File: src/rtl/com_filter_pkg.sv
// ---------------------------------------------------------------------------
// com_filter_pkg
// Shared defaults and the elaboration-time parameter check for the
// multi-channel debounce/glitch filter (com_filter_ch, com_filter_multi).
// ---------------------------------------------------------------------------
package com_filter_pkg;

    localparam int DEF_CNT_W       = 10;
    localparam int DEF_RISE_CNT    = 10;
    localparam int DEF_FALL_CNT    = 10;
    localparam int DEF_SYNC_STAGES = 2;
    localparam int DEF_GLITCH_W    = 8;
    localparam int DEF_GLITCH_LIM  = 16;

    // Thresholds must be non-zero and representable in the run counter,
    // the synchroniser needs at least two flops, and the glitch limit must
    // be reachable by the glitch counter.
    function automatic bit params_ok(input int cnt_w, input int rise, input int fall,
                                     input int sync, input int glitch_w, input int glitch_lim);
        longint max_cnt;
        longint max_glitch;
        max_cnt    = (longint'(1) << cnt_w) - 1;
        max_glitch = (longint'(1) << glitch_w) - 1;
        return (cnt_w >= 1) && (rise >= 1) && (fall >= 1) &&
               (longint'(rise) <= max_cnt) && (longint'(fall) <= max_cnt) &&
               (sync >= 2) && (glitch_w >= 1) && (glitch_lim >= 1) &&
               (longint'(glitch_lim) <= max_glitch);
    endfunction

endpackage

File: src/rtl/com_filter_ch.sv
// ---------------------------------------------------------------------------
// com_filter_ch
// One debounce channel: synchroniser, run counter, filtered level with
// rise/fall edge pulses, and an optional chatter (glitch) detector.
// Optional feature macro: COM_FILTER_CHATTER_EN (glitch counter + flag).
//
// Ports:
//   CLK_50M      in   system clock
//   Rst_n        in   synchronous active-low reset
//   din          in   raw asynchronous input
//   dout         out  filtered level
//   rise_pls     out  one-cycle pulse, first cycle of dout=1
//   fall_pls     out  one-cycle pulse, first cycle of dout=0
//   glitch_clr   in   clears glitch count and flag
//   glitch_flag  out  sticky chatter flag (0 when feature disabled)
// ---------------------------------------------------------------------------
module com_filter_ch
    import com_filter_pkg::*;
#(
    parameter int   SYNC_STAGES = DEF_SYNC_STAGES,
    parameter int   CNT_W       = DEF_CNT_W,
    parameter int   RISE_CNT    = DEF_RISE_CNT,
    parameter int   FALL_CNT    = DEF_FALL_CNT,
    parameter logic INIT_LVL    = 1'b0,
    parameter int   GLITCH_W    = DEF_GLITCH_W,
    parameter int   GLITCH_LIM  = DEF_GLITCH_LIM
) (
    input  logic CLK_50M,
    input  logic Rst_n,
    input  logic din,
    output logic dout,
    output logic rise_pls,
    output logic fall_pls,
    input  logic glitch_clr,
    output logic glitch_flag
);

    generate
        if (!params_ok(CNT_W, RISE_CNT, FALL_CNT, SYNC_STAGES, GLITCH_W, GLITCH_LIM)) begin : g_bad_params
            $error("com_filter_ch: illegal parameter combination");
        end
    endgenerate

    localparam logic [CNT_W-1:0] RISE_M1 = CNT_W'(RISE_CNT - 1);
    localparam logic [CNT_W-1:0] FALL_M1 = CNT_W'(FALL_CNT - 1);

    logic [SYNC_STAGES-1:0] r_sync;
    logic [CNT_W-1:0]       r_cnt;
    logic                   r_dout;
    logic                   r_rise;
    logic                   r_fall;
    logic                   w_s;
    logic [CNT_W-1:0]       w_thr_m1;

    assign w_s      = r_sync[SYNC_STAGES-1];
    // Threshold depends on the level we would be leaving.
    assign w_thr_m1 = r_dout ? FALL_M1 : RISE_M1;

    always_ff @(posedge CLK_50M) begin
        if (!Rst_n) begin
            r_sync <= {SYNC_STAGES{INIT_LVL}};
            r_dout <= INIT_LVL;
            r_cnt  <= '0;
            r_rise <= 1'b0;
            r_fall <= 1'b0;
        end else begin
            r_sync <= {r_sync[SYNC_STAGES-2:0], din};
            r_rise <= 1'b0;
            r_fall <= 1'b0;
            if (w_s == r_dout) begin
                r_cnt <= '0;
            end else if (r_cnt == w_thr_m1) begin
                // Run complete: output and pulse land on the same edge.
                r_dout <= w_s;
                r_cnt  <= '0;
                r_rise <= w_s;
                r_fall <= ~w_s;
            end else begin
                r_cnt <= r_cnt + 1'b1;
            end
        end
    end

    assign dout     = r_dout;
    assign rise_pls = r_rise;
    assign fall_pls = r_fall;

`ifdef COM_FILTER_CHATTER_EN
    localparam logic [GLITCH_W-1:0] G_MAX = '1;
    localparam logic [GLITCH_W-1:0] G_LIM = GLITCH_W'(GLITCH_LIM);

    logic [GLITCH_W-1:0] r_gcnt;
    logic                r_gflag;
    logic                w_discard;
    logic [GLITCH_W-1:0] w_gcnt_inc;

    // A run in progress that sees the input fall back is a rejected glitch.
    assign w_discard  = (w_s == r_dout) && (r_cnt != '0);
    assign w_gcnt_inc = r_gcnt + 1'b1;

    always_ff @(posedge CLK_50M) begin
        if (!Rst_n || glitch_clr) begin
            r_gcnt  <= '0;
            r_gflag <= 1'b0;
        end else if (w_discard && (r_gcnt != G_MAX)) begin
            r_gcnt <= w_gcnt_inc;
            if (w_gcnt_inc >= G_LIM) begin
                r_gflag <= 1'b1;
            end
        end
    end

    assign glitch_flag = r_gflag;
`else
    logic w_unused_glitch_clr;
    assign w_unused_glitch_clr = glitch_clr;
    assign glitch_flag         = 1'b0;
`endif

endmodule

File: src/rtl/com_filter_multi.sv
// ---------------------------------------------------------------------------
// com_filter_multi
// CH independent debounce/glitch filter channels for slow control and
// status inputs. Pure structural wrapper around com_filter_ch.
// Optional feature macro: COM_FILTER_CHATTER_EN (per-channel chatter flag).
//
// Ports (all CH bits wide except clock/reset):
//   CLK_50M      in   system clock
//   Rst_n        in   synchronous active-low reset
//   din          in   raw asynchronous inputs
//   dout         out  filtered levels
//   rise_pls     out  dout 0->1 pulses
//   fall_pls     out  dout 1->0 pulses
//   glitch_clr   in   per-channel glitch count/flag clear
//   glitch_flag  out  per-channel sticky chatter flag
// ---------------------------------------------------------------------------
module com_filter_multi
    import com_filter_pkg::*;
#(
    parameter int            CH          = 4,
    parameter int            SYNC_STAGES = DEF_SYNC_STAGES,
    parameter int            CNT_W       = DEF_CNT_W,
    parameter int            RISE_CNT    = DEF_RISE_CNT,
    parameter int            FALL_CNT    = DEF_FALL_CNT,
    parameter logic [CH-1:0] INIT_LVL    = {CH{1'b0}},
    parameter int            GLITCH_W    = DEF_GLITCH_W,
    parameter int            GLITCH_LIM  = DEF_GLITCH_LIM
) (
    input  logic          CLK_50M,
    input  logic          Rst_n,
    input  logic [CH-1:0] din,
    output logic [CH-1:0] dout,
    output logic [CH-1:0] rise_pls,
    output logic [CH-1:0] fall_pls,
    input  logic [CH-1:0] glitch_clr,
    output logic [CH-1:0] glitch_flag
);

    generate
        for (genvar g = 0; g < CH; g++) begin : g_ch
            com_filter_ch #(
                .SYNC_STAGES (SYNC_STAGES),
                .CNT_W       (CNT_W),
                .RISE_CNT    (RISE_CNT),
                .FALL_CNT    (FALL_CNT),
                .INIT_LVL    (INIT_LVL[g]),
                .GLITCH_W    (GLITCH_W),
                .GLITCH_LIM  (GLITCH_LIM)
            ) u_ch (
                .CLK_50M     (CLK_50M),
                .Rst_n       (Rst_n),
                .din         (din[g]),
                .dout        (dout[g]),
                .rise_pls    (rise_pls[g]),
                .fall_pls    (fall_pls[g]),
                .glitch_clr  (glitch_clr[g]),
                .glitch_flag (glitch_flag[g])
            );
        end
    endgenerate

endmodule
File: config.mk
export PLATFORM = sky130hd
export DESIGN_NAME = com_filter_multi
export DESIGN_NICKNAME = d
export VERILOG_FILES = /design/src/rtl/com_filter_pkg.sv /design/src/rtl/com_filter_ch.sv /design/src/rtl/com_filter_multi.sv
export SDC_FILE = /design/constraint.sdc
export NUM_CORES = 1
export LEC_CHECK = 0
export ABC_AREA = 1
export BUFFER_PORTS_ARGS = -buffer_cell sky130_fd_sc_hd__buf_2
export CAP_MARGIN = 20
export CORE_ASPECT_RATIO = 0.7
export CORE_UTILIZATION = 60
export DETAILED_ROUTE_END_ITERATION = 6
export GPL_ROUTABILITY_DRIVEN = 1
export PLACE_DENSITY = 0.83
export SLEW_MARGIN = 20
export SYNTH_ARGS = -nofsm -noshare
export SYNTH_HDL_FRONTEND = slang
export SYNTH_HIERARCHICAL = 1
export SYNTH_SLANG_ARGS = --single-unit
File: constraint.sdc
create_clock -name CLK_50M -period 2.6 [get_ports CLK_50M]
set_input_delay 0.78 -clock CLK_50M [delete_from_list [all_inputs] [get_ports CLK_50M]]
set_output_delay 0.78 -clock CLK_50M [all_outputs]
set_load 0.01 [all_outputs]
After elaboration in Yosys (flattened, before gate mapping)
Index checks and enable logic that the tools add are counted.
{ "op_classes": {"addsub": 4, "eq_ne": 8, "n_bitwise": 13, "n_reduce_logical": 12} }
{ "op_table": {"columns": ["cell", "n"], "rows": [
  ["10-bit by 1-bit adder with 10-bit output (second input constant)", 4],
  ["10-bit by 4-bit == test with 1-bit output (second input constant)", 4],
  ["3-bit OR reduction", 8],
  ["1-bit NOT", 13],
  ["2-bit AND reduction", 4],
  ["1-bit == test", 4]
]} }
{ "word_totals": {"reg_bits": 60, "input_bits": 10} }

Depth between registers and ports, before layout
{ "logic_depth": {"word_depth": 3, "mapped_depth": 7, "ltp_nobuf": 7} }

Modules after synthesis
The synthesis kept the hierarchy.
{ "modules_own_cells": {"columns": ["module", "n_inst", "cells_per_inst", "area_each_um2", "seq_area_each_um2"], "rows": [
  ["com_filter_ch", 4, 98, 695.7, 300.3]
]} }

Least setup slack after synthesis
Ideal clock, no wire load.
{ "synth_path": {"kind": "input-to-reg", "from": "input Rst_n", "to": "register g_ch[0].u_ch.r_cnt[9]", "setup_time_ns": 0.056, "arrival_time_ns": 1.202, "t_required_ns": 2.544, "slack_ns": 1.342, "path_stages": 6, "path_buffers": 0, "cell_sequence": "nand2_1 nor2_1 inv_1 nor2_1 nand2_1 inv_1"} }
{ "synth_between": {"elab_chain_len": 2} }
{ "synth_rtl": {"columns": ["item", "line_no", "text"], "rows": [
  ["start, declared", "com_filter_multi.sv:30", "input logic Rst_n,"],
  ["1-bit NOT (no line)", null, null],
  ["3-bit OR reduction (no line)", null, null],
  ["end signal, assigned", "com_filter_ch.sv:79", "r_cnt <= r_cnt + 1'b1;"],
  ["end, declared", "com_filter_ch.sv:48", "logic [CNT_W-1:0] r_cnt;"]
]} }
Every way passes these cells.
A chain may end at the register's enable or synchronous reset.

Worst setup path in the final report
{ "layout_path": {"from": "register g_ch[0].u_ch.r_dout", "to": "output dout[0]"} }
{ "layout_lines": {"columns": ["item", "line_no", "text"], "rows": [
  ["start, declared", "com_filter_ch.sv:49", "logic r_dout;"],
  ["start signal, assigned", "com_filter_ch.sv:74", "r_dout <= w_s;"],
  ["end, declared", "com_filter_multi.sv:32", "output logic [CH-1:0] dout,"]
]} }
No word-level cell between the ends.

==> flow_metrics.tcl <==
set metrics [dict create \
    synth_area_um2 2780 \
    r2r-end "g_ch[2].u_ch/r_cnt[8]$_SDFF_PP0_" \
    crit_start "g_ch[0].u_ch/dout$_SDFFE_PN0P_" \
    critical_path.slowest_cell "dfxtp_1" \
    reg2reg_slack_ns 1.29 \
    path_depth 1 \
    yosysMostFrequentCell "nor2_1" \
    crit_chain "buf_2" \
    gp_congestion 0.867 \
    post_cts_buffers 0 \
    cts.sinks 60 \
    p_total_w 0.00170 \
    worst-path-max-fanout 4 \
    min_period_over_period_pct 63.8 \
    drc 0 \
    final_nets 434 \
    hpwl_um 3570 \
    syn_avg_cell_area_um2 7.10 \
    drt_iter0_markers 111 \
    synth_area_leaders "dfxtp_1, nor2_1, nand2_1" \
    rsz0062_at_grt "no" \
    ios 26 \
    status "completed" \
    die_width_um 83.4 \
    path_buf_inv 1 \
    root_buffer "clkbuf_8" \
    ys_ff_latch 60 \
    wl_um 4840 \
    dpl_cell_area_um2 2910 \
    hold_class "reg2reg" \
    fp-row-count 20 \
    grt_pass1_wl_um 8360 \
    maxCapViolCount 0 \
    p_sw_w 0.000398 \
    p_leak_nw 1.29 \
    setup_violations 0 \
    syn2layout_area_growth_pct 10.8 \
    setup_ws_ns 0.941 \
    insertion_delay_ns 0.34 \
    die_area_um2 4920 \
    max_freq_mhz 603 \
    ir_worst_vdd_v 0.000469 \
    hold_violations 0 \
    cts_buffers 9 \
    finalCriticalPeriod_ns 1.66 \
    synth_top_cell_by_area "dfxtp_1" \
    clk_pin_slew_ns 0.07 \
    grt_overflow 0 \
    rr_worst_depth 6 \
    cts_max_level 3 \
    drive_gt1_share_pct 13.5 \
    diodes 0 \
    synth_edf_count 0 \
    grt_pass1_vias 2043 \
    place_ws_ns 0.861 \
    synthCells 392 \
    setup_tns_ns 0 \
    fin_util_pct 70.0 \
    fin_worst_skew_ns 0.00673 \
    synth_cell_types 15 \
    firstDrtPassIters 5 \
    endpoint_kind "output pin" \
    power_frac_seq_pct 54.7 \
    crit_path_end "dout[0]" \
    vias 2260 \
    synth_top_area_share_pct 43.2 \
    p_int_w 0.00131 \
    synth_seq_area_share_pct 43.2 \
    switching_share_pct 23.3 \
    async_flop_share_pct 0 \
    ctsResizeCount 0 \
    synth_top_flop_cell "dfxtp_1" \
    cp.arrival_ns 0.88 \
    clk_path_buf_depth 2 \
    antenna_left 0 \
    stdcell_area_um2 3080 \
    r2r_start "g_ch[2].u_ch/r_cnt[0]$_SDFF_PP0_" \
    power.density_nw_per_um2 553 \
    cp_top_family "flip-flops" \
    power.share.clock_pct 43.3 \
    core-area_um2 4400 \
    port_buffers 17 \
    yosys-top-cells-count "nor2_1, nand2_1, dfxtp_1, inv_1, nand3_1" \
    yosys_warnings 6 \
    cp.required_ns 1.82 \
    gr-usage-all-layers_pct 22.0 \
    viasPerCell 4.75 \
    start_util_pct 63.2 \
    wire_per_inst_um 10.2 \
    crit_type "reg2out" \
    max_stage_delay_ns 0.38 \
    drv_slew 0 \
    holdBufCountCts 0 \
    cts_tree "built" \
    pwr-share-comb_pct 2.0 \
    syn_nets 410 \
    start_kind "flop" \
    grt_max_degree 17 \
    die_height_um 59.0 \
    antenna_found_initial 0 \
]
-- sequential cells by signal, summed over array words and instances, names as in the netlist --
name / flops
g_ch.u_ch/dout: 4
g_ch.u_ch/rise_pls: 4
g_ch.u_ch/r_cnt: 40
g_ch.u_ch/r_sync: 8
g_ch.u_ch/fall_pls: 4
-- routing by layer --
metal	global-route usage, %	part of all wire [%]	vias up
met5	0	0	-
met4	11.6	0.64	0
met3	8.50	5.3	6
met2	36.3	46	43
met1	25.6	48	1003
li1	-	-	1208
-- layout make-up --
type	instances	area, µm²
inverters	60	225
clock inverters	6	38.8
clock buffers	10	138
well taps	55	68.8
repair buffers	17	85.1
flip-flops and latches	60	1200
fillers	372	1320
multi-input cells	268	1330
-- per-stage QoR --
step / std cells / hold slack (ns)
after floorplan: 392 / 0.390
after global placement: 460 / 0.396
after detailed placement: 460 / 0.407
after CTS: 476 / 0.424
after global routing: 476 / 0.433
final: 476 / 0.420
-- power by group through the flow --
stage | logic (W) | registers [W] | clock network, W
after floorplan | 0.0000266 | 0.000951 | 0
after global routing | 0.0000391 | 0.000932 | 0.000802
after detailed placement | 0.0000340 | 0.000952 | 0
final | 0.0000340 | 0.000932 | 0.000738
after global placement | 0.0000332 | 0.000952 | 0
after CTS | 0.0000341 | 0.000931 | 0.000765
-- worst reg2reg max path: stages (launching register included) --
cell	delay [ns]
dfxtp_1	0.42
ha_1	0.21
nand3_1	0.08
nor2_1	0.15
nand2_1	0.09
nand2_2	0.18
nor2_1	0.07
-- placed cells by master (no fill, tap or decap) --
cell / count
nand3_2: 8
nor2_2: 8
nand2_2: 4
inv_1: 60
clkinvlp_4: 2
clkinv_2: 3
conb_1: 4
xor2_1: 16
clkbuf_8: 10
ha_1: 8
inv_6: 1
nand2_1: 88
nor3_1: 4
nand3_1: 28
nor2_4: 4
buf_2: 17
xnor2_1: 4
dfxtp_1: 60
nor2_1: 92
-- worst min-delay path by stage --
| stage | from | endpoint | slack (ns) | depth (start not counted) |
|---|---|---|---|---|
| floorplan | g_ch[0].u_ch/r_sync[0]$_SDFF_PN0_ | g_ch[0].u_ch/r_sync[1]$_SDFF_PN0_ | 0.39 | 2 |
| global placement | g_ch[1].u_ch/r_sync[0]$_SDFF_PN0_ | g_ch[1].u_ch/r_sync[1]$_SDFF_PN0_ | 0.40 | 2 |
| detailed placement | g_ch[1].u_ch/r_sync[0]$_SDFF_PN0_ | g_ch[1].u_ch/r_sync[1]$_SDFF_PN0_ | 0.41 | 2 |
| CTS | g_ch[1].u_ch/r_sync[0]$_SDFF_PN0_ | g_ch[1].u_ch/r_sync[1]$_SDFF_PN0_ | 0.42 | 2 |
| global route | g_ch[1].u_ch/r_sync[0]$_SDFF_PN0_ | g_ch[1].u_ch/r_sync[1]$_SDFF_PN0_ | 0.43 | 2 |
| finish | g_ch[1].u_ch/r_sync[0]$_SDFF_PN0_ | g_ch[1].u_ch/r_sync[1]$_SDFF_PN0_ | 0.42 | 2 |
-- cell families (layout without fill, tap and decap cells) --
kind of cell / count (synthesis) / count (layout) / synth area share, %
xor+xnor: 20 / 20 / 6.29
fa+ha+maj: 8 / 8 / 3.60
buf+inv: 64 / 93 / 9.17
flops: 60 / 60 / 43.2
other cells: 4 / 4 / 0.539
simple gates: 236 / 236 / 37.2
(Power assumes the default switching activity.)
